<file path="config.mk">
export PLATFORM = sky130hd
export DESIGN_NAME = interrupt_ctrl
export DESIGN_NICKNAME = d
export VERILOG_FILES = /design/src/rtl/pipelined_pkg.sv /design/src/rtl/interrupt_ctrl.sv
export SDC_FILE = /design/constraint.sdc
export NUM_CORES = 1
export LEC_CHECK = 0
export ABC_AREA = 1
export BUFFER_PORTS_ARGS = -buffer_cell sky130_fd_sc_hd__buf_2
export CORE_MARGIN = 4
export CORE_UTILIZATION = 44
export CTS_CLUSTER_DIAMETER = 40
export DETAILED_ROUTE_END_ITERATION = 8
export GPL_ROUTABILITY_DRIVEN = 0
export PLACE_DENSITY = 0.85
export SLEW_MARGIN = 15
export SYNTH_ARGS = -nofsm -noshare
export SYNTH_HDL_FRONTEND = slang
export SYNTH_SLANG_ARGS = --single-unit
</file>
<file path="constraint.sdc">
create_clock -name clk -period 2.95 [get_ports clk]
set_input_delay 0.59 -clock clk [delete_from_list [all_inputs] [get_ports clk]]
set_output_delay 0.59 -clock clk [all_outputs]
set_load 0.05 [all_outputs]
</file>
<file path="src/rtl/pipelined_pkg.sv">
// Shared definitions for the pipelined MIPS core: opcodes, ISR vector and
// interrupt controller state encoding.
package pipelined_pkg;

  localparam logic [5:0]  OpReti     = 6'h1E;
  localparam logic [5:0]  FunctSetie = 6'h1F;
  localparam logic [31:0] IsrVector  = 32'h0000_03FC;

  typedef enum logic [1:0] {
    StRun,
    StFlush,
    StIsr
  } state_e;

endpackage

</file>
<file path="src/rtl/interrupt_ctrl.sv">
// Interrupt controller feeding intr/IE to the decode-stage control unit; owns IE,
// captures EPC, drives the fetch flush while the ISR vector load drains.
module interrupt_ctrl
  import pipelined_pkg::*;
#(
  parameter int unsigned FLUSH_CYCLES = 3,
  parameter logic [5:0]  RETI_OP      = OpReti
) (
  input  logic        clk,
  input  logic        reset,
  input  logic        intr_req,
  output logic        intr_ack,
  input  logic        stall,
  input  logic [31:0] ir_id,
  input  logic [31:0] pc_id,
  input  logic        new_IE,
  output logic        IE,
  output logic        intr,
  output logic        flush,
  output logic [31:0] epc,
  output logic        in_isr
);

  localparam logic [2:0] CntInit = 3'(FLUSH_CYCLES - 1);

  state_e      state_q, state_d;
  logic        ie_q, ie_d;
  logic        pending_q, pending_d;
  logic        ack_q, ack_d;
  logic [2:0]  cnt_q, cnt_d;
  logic [31:0] epc_q, epc_d;

  logic accept;
  logic reti;

  // Only the opcode field matters here; the rest of the word belongs to the decoder.
  logic unused_ir;
  assign unused_ir = ^ir_id[25:0];

  assign reti   = (ir_id[31:26] == RETI_OP);
  assign accept = (state_q == StRun) & pending_q & ie_q & ~stall;

  // State register
  always_ff @(posedge clk) begin
    if (reset) begin
      state_q <= StRun;
    end else begin
      state_q <= state_d;
    end
  end

  // Next-state logic
  always_comb begin
    state_d = state_q;
    unique case (state_q)
      StRun:   if (accept) state_d = StFlush;
      StFlush: if ((cnt_q == 3'd0) && !stall) state_d = StIsr;
      StIsr:   if (reti && !stall) state_d = StRun;
      default: state_d = StRun;
    endcase
  end

  // Outputs
  always_comb begin
    intr     = pending_q & (state_q == StRun);
    flush    = (state_q == StFlush);
    in_isr   = (state_q != StRun);
    IE       = ie_q;
    intr_ack = ack_q;
    epc      = epc_q;
  end

  // Datapath next-state: IE, pending latch, flush counter, EPC, ack pulse
  always_comb begin
    ie_d      = ie_q;
    cnt_d     = cnt_q;
    pending_d = accept ? 1'b0 : (pending_q | intr_req);
    epc_d     = accept ? pc_id : epc_q;
    ack_d     = accept;
    unique case (state_q)
      StRun: begin
        if (accept) begin
          ie_d  = 1'b0;
          cnt_d = CntInit;
        end else if (!stall) begin
          ie_d = new_IE;
        end
      end
      StFlush: begin
        ie_d = 1'b0;
        if (!stall && (cnt_q != 3'd0)) cnt_d = cnt_q - 3'd1;
      end
      StIsr: begin
        // RETI forces IE back on regardless of what the decoder asks for
        if (!stall) ie_d = reti ? 1'b1 : new_IE;
      end
      default: ie_d = 1'b0;
    endcase
  end

  always_ff @(posedge clk) begin
    if (reset) begin
      ie_q      <= 1'b0;
      pending_q <= 1'b0;
      ack_q     <= 1'b0;
      cnt_q     <= 3'd0;
      epc_q     <= 32'd0;
    end else begin
      ie_q      <= ie_d;
      pending_q <= pending_d;
      ack_q     <= ack_d;
      cnt_q     <= cnt_d;
      epc_q     <= epc_d;
    end
  end

endmodule

</file>
==> summary.md <==
| Metric | Value |
|---|---|
| First-pass GRT wire length | between 5000 and 6000 um |
| Maximum VDD drop | 0.3700 mV |
| CTS sink cnt | 40 |
| Leakage | around 1.1 nW |
| Initial core utilization | between 40% and 50% |
| Initial antenna violation count | 0 |
| Die width | 67.29 um |
| YS warnings | 0 |
| Met3 wire len | between 200 and 300 um |
| Clk slew on worst S/H paths | around 0.1 ns |
| 1st-pass router iterations | 4 |
| Tot GR Track Use | between 10% and 20% |
| Setup TNS | 0 ns |
| Clock skew | a little under 0.003 ns |
| Hold Fails Final Rpt | 0 |
| Post-CTS Resized | 0 |
| M1 WL | around 1400 um |
| Post-Route WL | between 3000 and 4000 um |
| Startpoint types | flop |
| Starting DRT DRC Count | 47 |
| I/O Pins | 106 |
| Mapped Avg Cell Area | approximately 7.7 um^2 |
| RSZ-0062 raised after global routing | false |
| Hold buffer count at CTS | 0 |
| CP Buf/Inv Count | 2 |
| Num CTS Buffers | 5 |
| Tmin final | between 1.5 and 2 ns |
| CP required | 2.36 ns |
| DR vias/cell | 4.647 |
| Vias in the first global route | 1305 |
| Clk root buf | clkbuf_4 |
| CP Class | reg2out |
| Final number of max-transition violations | 0 |
| Setup bufs post-CTS | 0 |
| Critical path's top delay family | flip-flops |
| Area grow syn2layout | 28.80% |
| Crit-path max FO | 3 |
| Clock Tree Buf Depth | 2 |
| Slowest CP cell | dfxtp_1 |
| Tcrit/Tclk final | about 62% |
| Synth cell types | 21 |
| Part of the Yosys area used for sequential elements | 51.78% |
| Largest net degree at the start of global routing | 40 |
| Layout Nets | 348 |
| Std-Cell Rows | 21 |
| Final hold slack | about 0.44 ns |
| Drt wl/cell | around 11 um |
| Hpwl dp | 2501 um |
| Via count | about 1.5k |
| Port bufs | 79 |
| Total gr overflow | 0 |
| Slew margin rel. | a little over half |
| CP peak stage delay | approximately 0.36 ns |
| Most common cell after layout, fill and taps aside | buf_2 |
| Fmax | roughly 540 MHz |
| Final ANT Viol Nets | 0 |
| Share of cells above drive strength 1 | roughly 34% |
| Arr. time, crit path | ~1.3 ns |
| Status | completed |
| H-Tree Depth | 2 |
| Most frequent cells in the layout | buf_2 (79), nand2_1 (71), dfxtp_1 (40) |
| Syn nets | 271 |
| Worst Tran Pin Value | 0.6736 ns |
| Clk_lat worst skew | 0.33 ns |
| DRC | 0 |
| Diodes inserted | 0 |
| Mapped cell area | around 1500 um^2 |
| Die area | ~4500 um^2 |
| # fillers | between 300 and 400 |
| Final setup viols | 0 |
| PD cells | between 400 and 500 nW/um^2 |
| Register bit total from synthesis | 40 |
| Max Used Layer | met4 |
| Core area | around 3400 um^2 |
| TritonCTS clock tree | yes |
| Post-Synthesis Cells | 200 |
| Critical path, cell by cell | nor2_2, inv_1, nor2_1, buf_2 |
| Worst hold path class | in2reg |
| Overall die height | 67.29 um |
| Met2 wire length | 1694 um |
| Worst setup EP type | output pin |
| Number of max-cap violations | 0 |
flip-flops by register name, indices dropped and copies added, names as in the netlist:
signal and cells:
IE 1, intr_ack 1, pending_q 1, state_q 2, cnt_q 3, epc 32
layer usage:
layer  vias to the layer above  track usage, %
met4                         0           5.316
met2                        54           27.12
met5                         -               0
li1                        790               -
met1                       650           18.17
met3                         7           4.659
worst min-delay path: stages:
cell and delay [ns]:
buf_2 0.07, nand2_1 0.04, nand2_1 0.04
where the power goes:
| part | switching [mW] | internal, mW | leakage, nW |
|---|---|---|---|
| Combinational | 0.0745 | 0.0370 | 0.768 |
| Sequential | 0.00636 | 0.551 | 0.323 |
| Clock | 0.157 | 0.0879 | 0.0281 |
| Total | 0.237 | 0.676 | 1.12 |
kinds of logic after synthesis:
kind of cell,after synthesis,share of synthesized area (%)
simple gates,125,35.84
flops,40,51.78
buf+inv,23,7.119
compound gates,9,3.075
fa+ha+maj,2,1.618
xor+xnor,1,0.5664
synthesized netlist by cell type:
| library cell | count | area (um^2) |
|---|---|---|
| buf_4 | 4 | 30.03 |
| dfxtp_1 | 40 | 800.8 |
| nand2_1 | 71 | 266.5 |
| nand2_2 | 1 | 6.260 |
| nand3_1 | 37 | 185.2 |
| nand3_2 | 2 | 20.02 |
| a21oi_1 | 6 | 30.03 |
| nand4_1 | 1 | 6.260 |
| nor2_1 | 9 | 33.78 |
| o211ai_1 | 1 | 7.510 |
| inv_1 | 12 | 45.04 |
| ha_1 | 2 | 25.02 |
| o21ai_0 | 2 | 10.01 |
| buf_2 | 1 | 5.000 |
| inv_2 | 1 | 3.750 |
| nand3b_1 | 1 | 7.510 |
| buf_6 | 1 | 11.26 |
| nor2_4 | 2 | 22.52 |
| nor2_2 | 1 | 6.260 |
| clkbuf_1 | 4 | 15.01 |
| xor2_1 | 1 | 8.760 |
metrics by stage:
step	instance area [um^2]	worst slack, ns	util (%)	cells	total power [mW]
2_1_floorplan	1546	0.9410	-	200	0.6379
3_3_place_gp	1946	1.176	57.85	316	0.6800
3_5_place_dp	1946	1.151	57.85	316	0.6817
4_1_cts	1992	1.092	59.23	323	0.9258
5_1_grt	1992	1.031	59.23	323	0.9578
6_report	1992	1.115	59.23	323	0.9130
cell type report:
type	instances	area, um^2	area share, %
sequential	40	800.8	40.20
inverter	13	48.80	2.450
tap	46	57.56	2.889
multi-input combinational	137	635.6	31.91
timing repair buffer	80	402.9	20.23
clock buffer	6	41.29	2.073
clock inverter	1	5.005	0.2513
final timing paths:
check,start,to,slack [ns],cells after the start
min,pc_id[28],epc[28],0.44,3
max reg2reg,state_q[1],epc[1],1.51,5
max,state_q[1],intr,1.11,4
min reg2reg,epc[30],epc[30],0.47,2
Power figures use the tool's default switching activity.
